`src/rtl/typed_chan_timer.sv`:
```
// Purpose     : bank of NUM_CH countdown timers sharing one round-robin completion port.
// Latency     : a start accepted with count N enters WAIT N+1 edges later; done_* is
//               combinational from the registered channel states and arbiter lock.
// Backpressure: done_ready=0 locks the presented grant (channel and tag held stable).
//               A waiting channel refuses new starts until its completion is taken.
//
// Ports:
//   clk, rst_n               clock, synchronous active-low reset
//   start_valid/ready        per-channel load handshake (ready only while IDLE)
//   start_count, start_tag   packed per-channel load count / tag
//   done_valid/ready         shared completion handshake
//   done_ch, done_tag        presented channel index and its captured tag
//   ch_state                 packed 3-bit state per channel (IDLE=2, RUN=3, WAIT=4)
//   busy                     any channel not IDLE
module typed_chan_timer #(
  parameter int NUM_CH = 4,
  parameter int CNT_W  = 8,
  parameter int TAG_W  = 4
) (
  input  logic                                    clk,
  input  logic                                    rst_n,
  input  logic [NUM_CH-1:0]                       start_valid,
  output logic [NUM_CH-1:0]                       start_ready,
  input  logic [NUM_CH*CNT_W-1:0]                 start_count,
  input  logic [NUM_CH*TAG_W-1:0]                 start_tag,
  output logic                                    done_valid,
  input  logic                                    done_ready,
  output logic [(NUM_CH > 1 ? $clog2(NUM_CH) : 1)-1:0] done_ch,
  output logic [TAG_W-1:0]                        done_tag,
  output logic [3*NUM_CH-1:0]                     ch_state,
  output logic                                    busy
);

  localparam int CH_W = (NUM_CH > 1) ? $clog2(NUM_CH) : 1;

  // Arbiter-side types live at module scope; channel types live per generate scope.
  typedef logic [CH_W-1:0]  ch_idx_t;
  typedef logic [TAG_W-1:0] tag_t;

  logic [NUM_CH-1:0] wait_vec;
  logic [NUM_CH-1:0] busy_vec;
  logic [NUM_CH-1:0] hs_vec;
  tag_t              tag_arr [NUM_CH];

  logic    sel_vld;
  ch_idx_t sel_idx;
  ch_idx_t ptr_q, ptr_d;
  ch_idx_t gnt_q, gnt_d;
  logic    lock_q, lock_d;

  // ------------------------------------------------------------------
  // Per-channel countdown FSMs
  // ------------------------------------------------------------------
  for (genvar i = 0; i < NUM_CH; i++) begin : g_ch
    typedef enum logic [2:0] {
      IDLE = 3'd2,
      RUN  = 3'd3,
      WAIT = 3'd4
    } state_t;
    typedef logic [CNT_W-1:0] cnt_t;

    state_t state_q, state_d;
    cnt_t   cnt_q, cnt_d;
    tag_t   tag_q, tag_d;

    always_ff @(posedge clk) begin
      if (!rst_n) begin
        state_q <= IDLE;
        cnt_q   <= '0;
        tag_q   <= '0;
      end else begin
        state_q <= state_d;
        cnt_q   <= cnt_d;
        tag_q   <= tag_d;
      end
    end

    always_comb begin
      state_d = state_q;
      cnt_d   = cnt_q;
      tag_d   = tag_q;
      case (state_q)
        IDLE: begin
          if (start_valid[i]) begin
            cnt_d   = cnt_t'(start_count[i*CNT_W +: CNT_W]);
            tag_d   = tag_t'(start_tag[i*TAG_W +: TAG_W]);
            state_d = RUN;
          end
        end
        RUN: begin
          // Zero is checked before decrementing, so count N spends N+1 edges in RUN.
          if (cnt_q == '0) state_d = WAIT;
          else             cnt_d   = cnt_q - cnt_t'(1);
        end
        WAIT: begin
          if (hs_vec[i]) state_d = IDLE;
        end
        default: state_d = IDLE;
      endcase
    end

    assign start_ready[i]        = (state_q == IDLE);
    assign wait_vec[i]           = (state_q == WAIT);
    assign busy_vec[i]           = (state_q != IDLE);
    assign ch_state[3*i +: 3]    = state_q;
    assign tag_arr[i]            = tag_q;
    assign hs_vec[i]             = sel_vld && done_ready && (sel_idx == ch_idx_t'(i));
  end

  // ------------------------------------------------------------------
  // Round-robin completion arbiter
  // ------------------------------------------------------------------
  // Scan downward in distance from ptr so the last hit is the nearest WAIT
  // channel at or after ptr. A locked grant always points at a WAIT channel,
  // since only its own handshake (which also clears the lock) leaves WAIT.
  always_comb begin
    int idx;
    sel_vld = 1'b0;
    sel_idx = '0;
    idx     = 0;
    if (lock_q) begin
      sel_vld = 1'b1;
      sel_idx = gnt_q;
    end else begin
      for (int k = NUM_CH - 1; k >= 0; k--) begin
        idx = int'(ptr_q) + k;
        if (idx >= NUM_CH) idx = idx - NUM_CH;
        if (wait_vec[idx[CH_W-1:0]]) begin
          sel_vld = 1'b1;
          sel_idx = idx[CH_W-1:0];
        end
      end
    end
  end

  always_comb begin
    lock_d = lock_q;
    gnt_d  = gnt_q;
    ptr_d  = ptr_q;
    if (sel_vld && done_ready) begin
      lock_d = 1'b0;
      ptr_d  = (sel_idx == ch_idx_t'(NUM_CH - 1)) ? '0 : sel_idx + ch_idx_t'(1);
    end else if (sel_vld) begin
      lock_d = 1'b1;
      gnt_d  = sel_idx;
    end
  end

  always_ff @(posedge clk) begin
    if (!rst_n) begin
      ptr_q  <= '0;
      gnt_q  <= '0;
      lock_q <= 1'b0;
    end else begin
      ptr_q  <= ptr_d;
      gnt_q  <= gnt_d;
      lock_q <= lock_d;
    end
  end

  assign done_valid = sel_vld;
  assign done_ch    = sel_idx;
  assign done_tag   = tag_arr[sel_idx];
  assign busy       = |busy_vec;

endmodule

```
`config.mk`:
```
export PLATFORM = sky130hd
export DESIGN_NAME = typed_chan_timer
export DESIGN_NICKNAME = d
export VERILOG_FILES = /design/src/rtl/typed_chan_timer.sv
export SDC_FILE = /design/constraint.sdc
export NUM_CORES = 1
export LEC_CHECK = 0
export ABC_AREA = 1
export BUFFER_PORTS_ARGS = -buffer_cell sky130_fd_sc_hd__buf_2
export CAP_MARGIN = 25
export CELL_PAD_IN_SITES_DETAIL_PLACEMENT = 1
export CELL_PAD_IN_SITES_GLOBAL_PLACEMENT = 1
export CORE_MARGIN = 2
export CORE_UTILIZATION = 41
export DETAILED_ROUTE_END_ITERATION = 12
export GPL_ROUTABILITY_DRIVEN = 0
export PLACE_DENSITY = 0.92
export SETUP_SLACK_MARGIN = 0.5
export SLEW_MARGIN = 5
export SYNTH_ARGS = -nofsm -noshare
export SYNTH_HDL_FRONTEND = slang
export SYNTH_SLANG_ARGS = --single-unit
```
`constraint.sdc`:
```
create_clock -name clk -period 5.6 [get_ports clk]
set_clock_uncertainty 0.1 [all_clocks]
set_input_delay 1.12 -clock clk [delete_from_list [all_inputs] [get_ports clk]]
set_output_delay 1.12 -clock clk [all_outputs]
set_load 0.02 [all_outputs]
```
# Word level (Yosys, flattened, before mapping)
# Index checks and enable logic that the tools add are counted.
# word_totals
reg_bits	65
latch_bits	0
ramBits	0
rom_bits	0
input_bits	55
mem_count	0
# op_classes
add_sub_neg	12
n_mul	0
div	0
n_lt_le_gt_ge	9
eq_ne	35
n_shift	0
mux	58
n_bitwise	3
n_reduce_logical	29
# op_table
cell	n
2-to-1 mux 8 bit	8
one-hot mux 8 bit (2 select lines)	4
2-to-1 mux 3 bit	12
one-hot mux 3 bit (3 select lines)	4
logical NOT 8 bit	4
subtractor 8 x 1 -> 8 bit, second input constant	4
2-to-1 mux 2 bit	14
== test 3 x 2 -> 1 bit, second input constant	8
inequality test 2 bit, second input constant	12
AND reduction 3 bit	8
== test 3 bit, second input constant	4
>= comparator 3 bit, second input constant	4
less-than comparator 2 x 3 -> 1 bit, second input constant	4
inequality test 3 x 2 -> 1 bit, second input constant	4
AND reduction 2 bit	5
2-to-1 mux 1 bit	9
binary-select mux 1 bit (select 2 bit)	4
binary-select mux 4 bit (select 2 bit)	1
2-to-1 mux 4 bit	2
inequality test 2 x 1 -> 1 bit, second input constant	4
nonzero test 2 bit	4
subtractor 2 x 1 -> 2 bit, second input constant	4
adder 2 x 2 -> 3 bit, second input constant	2
logical AND 1 bit	5
other kinds (10)	12

# Longest topological paths before layout
# depth
ltp_word	15
depth_mapped	18

# Worst setup path after synthesis
# Ideal clock, no wire load.
# synth_timing
kind	reg-to-output
startpoint	register g_ch[1].state_q[0]
endpoint	output port done_tag[0]
arrival_ps	1672
required_ps	4380
setup_slack_ps	2708
path_stages_with_launch	15
path_buffers	1
path_cell_list	dfxtp_1 -> nor2_1 -> nand3_1 -> nand2_1 -> nand2_1 -> nand2_1 -> inv_2 -> nand2_2 -> nand2_1 -> nand2_2 -> nand3_2 -> nand2_4 -> buf_6 -> nor2_2 -> o211ai_2
# synth_via
elab_chain_len	12
word_cells_on_any_way	18
cone_classes	1 x eq/ne; 16 x mux; 1 x bitwise
# synth_lines
element	line	source
from (decl)	62	state_t state_q, state_d;
from (signal assigned)	72	state_q <= state_d;
== test 3 bit (*)	103	assign wait_vec[i] = (state_q == WAIT);
binary-select mux 1 bit (select 2 bit)	128	if (wait_vec[idx[CH_W-1:0]]) begin
2-to-1 mux 1 bit (implied by the code)	128	
2-to-1 mux 2 bit (3 in series)	128	
2-to-1 mux 2 bit (*)	128	
2-to-1 mux 2 bit (*)	121	if (lock_q) begin
inverter 2 -> 3 bit (implied by the code) (*)	163	assign done_tag = tag_arr[sel_idx];
binary-select mux 4 bit (select 2 bit) (*)	163	
2-to-1 mux 4 bit (implied by the code) (*) (2 in series)	163	
to (decl)	29	output logic [TAG_W-1:0] done_tag,
# Every way passes the cells marked *; elsewhere a longest branch is shown, timed or not. The select of a mux whose other input is x is not followed.

# Worst setup path after layout
# layout_timing
startpoint	register ptr_q[0]
endpoint	output port done_tag[3]
# layout_via
elab_chain_len	15
word_cells_on_any_way	36
cone_classes	7 x add/sub; 4 x order compare; 24 x mux; 1 x bitwise
# layout_lines
element	line	source
from (decl)	47	ch_idx_t ptr_q, ptr_d;
from (signal assigned)	155	ptr_q <= ptr_d;
adder 2 x 2 -> 3 bit	126	idx = int'(ptr_q) + k;
>= comparator 3 bit / subtractor 2 x 1 -> 2 bit (equally long branches)	127	if (idx >= NUM_CH) idx = idx - NUM_CH;
2-to-1 mux 2 bit	127	
2-to-1 mux 2 bit	121	
binary-select mux 1 bit (select 2 bit)	128	
2-to-1 mux 1 bit (implied by the code)	128	
2-to-1 mux 2 bit (3 in series)	128	
2-to-1 mux 2 bit (*)	128	
2-to-1 mux 2 bit (*)	121	
inverter 2 -> 3 bit (implied by the code) (*)	163	
binary-select mux 4 bit (select 2 bit) (*)	163	
2-to-1 mux 4 bit (implied by the code) (*) (2 in series)	163	
# Marks and branches as above.

==> run_results.csv <==
group,metric,value,unit
yosys,synthesis.area_per_instance,6.68,µm²
power_and_ir_drop,seq_power_share,37.6,%
global_routing,antenna_violations_before_repair,0,
clocking,hold_buffers,0,
clocking,worstSkewPairLatency,0.35,ns
drt,wire_length_on_met1,4860,µm
yosys,synth.top_cells.by_area,"sky130_fd_sc_hd__dfxtp_1, sky130_fd_sc_hd__nand2_1, sky130_fd_sc_hd__nor2_1",
global_routing,number_of_global_route_vias_before_repair,3972,
power_and_ir_drop,internal_power,976,µW
run,timing.max_cap.violations,0,
yosys,synth.lib_cells_used.distinct,39,
layout,antenna-diode-count,0,
yosys,syn_nets,611,
placed_design,placedCellCount,718,
clocking,cts_buffer_depth,2,
placed_design,detailedPlacementHpwl,8300,µm
timing,slew_headroom,46.4,%
drt,dr_wl_met2,5450,µm
critical_path,cp-start-kind,"register",
die,chipWidth,98.5,µm
hold_path,hold_path_class,"register to register",
drt,routedWlPerCell,14.8,µm
critical_path,worstPathMaxFanout,17,
drt,route.detailed.drc,0,
die,starting_density,42.2,%
clocking,clock_tree.root_cell,"sky130_fd_sc_hd__clkbuf_8",
placed_design,io_buffers,78,
drt,antenna_violating_nets_post_route,0,
clocking,cts_tree,"built",
drt,route.top_layer_used,"met4",
power_and_ir_drop,p_sw,692,µW
timing,totalNegativeSetupSlack,0,ns
power_and_ir_drop,clockPowerShare,23.9,%
global_routing,global_route_wire_length_before_repair,18400,µm
yosys,sequential_to_total_area_share_from_yosys_stat,35.6,%
layout,final-seq-area,1300,µm²
layout,multi_input_comb_area,1990,µm²
clocking,cts.reportedPaths.clkPinSlew,0.07,ns
layout,share_of_cells_above_drive_strength_1,20.9,%
drt,drt_wl_total,10900,µm
yosys,syn_area,3660,µm²
global_routing,global_route.overflow_total,0,
clocking,cts.repair.resized,0,
clocking,postCtsSetupRepairBufs,0,
drt,vias,3924,
critical_path,worstSetupEndpointType,"output port",
clocking,h_tree_depth,3,
critical_path,worstPathArrival,2.52,ns
die,die_height,98.5,µm
critical_path,critical_path_class,"register to output port",
die,floorplan.io_pins,79,
clocking,cts-buffers-inserted,9,
power_and_ir_drop,ir_worst_vdd,0.000167,V
critical_path,worstPathRequired,4.38,ns
power_and_ir_drop,power.combinational.fraction,38.6,%
global_routing,largest_net_degree_at_the_start_of_global_routing,43,
yosys,gate_count_after_technology_mapping,548,
drt,met3WireLength,339,µm
yosys,cell_type_with_the_largest_total_area_after_synthesis,"sky130_fd_sc_hd__dfxtp_1",
die,placeableCoreArea,8680,µm²
die,dieArea,9700,µm²
yosys,netlist.area_leader.share,35.6,%
timing,hold_viol_final,0,
global_routing,track_usage,23.1,%
yosys,number_of_register_bits_inferred_by_synthesis,65,
die,placementRows,34,
timing,slew_viol_final,0,
layout,finish.net_count,684,
timing,final.period_utilization,66.7,%
power_and_ir_drop,power.density,389,nW/µm²
layout,final.fill_count,1197,
power_and_ir_drop,switching_share_of_total_power,41.5,%
drt,detailedRoute.firstIterationViolations,88,
timing,fmax,268,MHz
timing,rsz0062_at_grt,"false",
drt,dr.pass1.iters,4,
drt,drt-vias-per-instance,5.35,
timing,worst_slew_pin_slew,0.803,ns
timing,fin_crit,3.74,ns
layout,layoutNonFillerInstCount,734,
power_and_ir_drop,p_leak,2.13,nW
timing,setup_viol,0,
clocking,clock_sink_count,65,
yosys,yosysWarningCount,0,
run_status,result_of_the_run,"finished clean",
layout,growth_of_design_area_from_synthesis_to_finish,17.2,%
==> per-layer routing <==
layer  vias up  global-route usage [%]
met3        19                    3.33
met1      1898                    28.0
met2        67                    41.4
li1       1940                       -
met4         0                    8.75
met5         -                       0
==> final cells by class <==
class	count	share of cell area, %
clock buffer	11	3.06
clock inverter	5	1.31
inverter	76	6.71
multi-input combinational	391	46.3
sequential	65	30.3
tap	108	3.15
timing repair buffer	78	9.10
==> worst max-delay path, stage by stage, from the launching register on <==
cell and delay (ns):
sky130_fd_sc_hd__dfxtp_1 0.55, sky130_fd_sc_hd__xor2_1 0.23, sky130_fd_sc_hd__inv_1 0.09, sky130_fd_sc_hd__nand2_1 0.12, sky130_fd_sc_hd__nand2_1 0.09, sky130_fd_sc_hd__inv_2 0.07
sky130_fd_sc_hd__nand2_2 0.06, sky130_fd_sc_hd__nand2_1 0.07, sky130_fd_sc_hd__nand2_2 0.06, sky130_fd_sc_hd__nand3_2 0.09, sky130_fd_sc_hd__nand2_4 0.14, sky130_fd_sc_hd__nor2_2 0.23
sky130_fd_sc_hd__nand2_1 0.10, sky130_fd_sc_hd__o211ai_2 0.08, sky130_fd_sc_hd__buf_2 0.19
==> cells in the mapped netlist, drive strengths merged <==
master / n
nand3b: 1
clkbuf: 9
nor3: 4
buf: 7
dfxtp: 65
nor2: 85
nand2: 115
xor2: 2
or2: 3
a21oi: 35
a211oi: 9
o221ai: 2
a221oi: 3
xnor2: 3
a311oi: 1
o211ai: 6
a31oi: 14
nand4: 3
o21ai: 56
inv: 76
ha: 8
o31ai: 1
nor4: 1
nand3: 38
o22ai: 1
==> power by group through the flow <==
| stage | registers (mW) | clock network [mW] | logic, mW |
|---|---|---|---|
| 4_1_cts | 0.626 | 0.402 | 0.649 |
| 3_3_place_gp | 0.629 | 0 | 0.611 |
| 5_1_grt | 0.640 | 0.424 | 0.740 |
| 3_5_place_dp | 0.635 | 0 | 0.646 |
| 6_report | 0.626 | 0.398 | 0.643 |
| 2_1_floorplan | 0.629 | 0 | 0.473 |
==> registers in the layout (all words and copies together) (netlist names) <==
| signal | count |
|---|---|
| g_ch.state_q | 12 |
| ptr_q | 2 |
| g_ch.cnt_q | 32 |
| gnt_q | 2 |
| lock_q | 1 |
| g_ch.tag_q | 16 |
==> cells in the final DEF (no fill, tap or decap), types with 5 or more instances in the layout <==
cell                       instances
sky130_fd_sc_hd__dfxtp_1          65
sky130_fd_sc_hd__o21ai_1           5
sky130_fd_sc_hd__a21oi_1          33
sky130_fd_sc_hd__ha_1              8
sky130_fd_sc_hd__a31oi_1          14
sky130_fd_sc_hd__nand2_1         105
sky130_fd_sc_hd__nand3_1          36
sky130_fd_sc_hd__a211oi_1          9
sky130_fd_sc_hd__nor2_2            6
sky130_fd_sc_hd__nor2_1           78
sky130_fd_sc_hd__buf_2            78
sky130_fd_sc_hd__o21ai_0          50
sky130_fd_sc_hd__inv_1            66
sky130_fd_sc_hd__nand2_2           9
sky130_fd_sc_hd__clkbuf_8          9
sky130_fd_sc_hd__inv_2             9
==> stage by stage <==
stage / total power, mW / instance area (µm²) / setup slack (ns) / util, % / hold slack (ns)
2_1_floorplan: 1.10 / 3660 / 2.71 / - / 0.330
3_3_place_gp: 1.24 / 4100 / 2.49 / 47.3 / 0.349
3_5_place_dp: 1.28 / 4100 / 2.28 / 47.3 / 0.360
4_1_cts: 1.68 / 4290 / 1.89 / 49.4 / 0.370
5_1_grt: 1.80 / 4290 / 1.61 / 49.4 / 0.400
6_report: 1.67 / 4290 / 1.86 / 49.4 / 0.369
==> cell families after synthesis <==
group                    count (synthesis)  synth area share (%)
adder cells (fa/ha/maj)                  8                  2.74
XOR/XNOR                                 5                  1.20
flip-flops                              65                  35.6
AO/OA/AOI/OAI                          128                  21.0
buffers and inverters                   92                  10.2
AND/OR/NAND/NOR                        250                  29.4
==> path summary, 6_finish.rpt <==
kind	from	slack [ns]	end	cells after the start
worst max-delay path	ptr_q[0]$_SDFFE_PN0P_	1.86	done_tag[3]	14
worst min-delay path	g_ch[1].cnt_q[7]$_SDFFE_PN0P_	0.37	g_ch[1].cnt_q[7]$_SDFFE_PN0P_	2
worst max register to register	g_ch[0].state_q[1]$_SDFFE_PN1P_	3.34	g_ch[0].cnt_q[1]$_SDFFE_PN0P_	9
worst min register to register	g_ch[1].cnt_q[7]$_SDFFE_PN0P_	0.37	g_ch[1].cnt_q[7]$_SDFFE_PN0P_	2
Note: power is estimated with default switching activity, not from simulation.
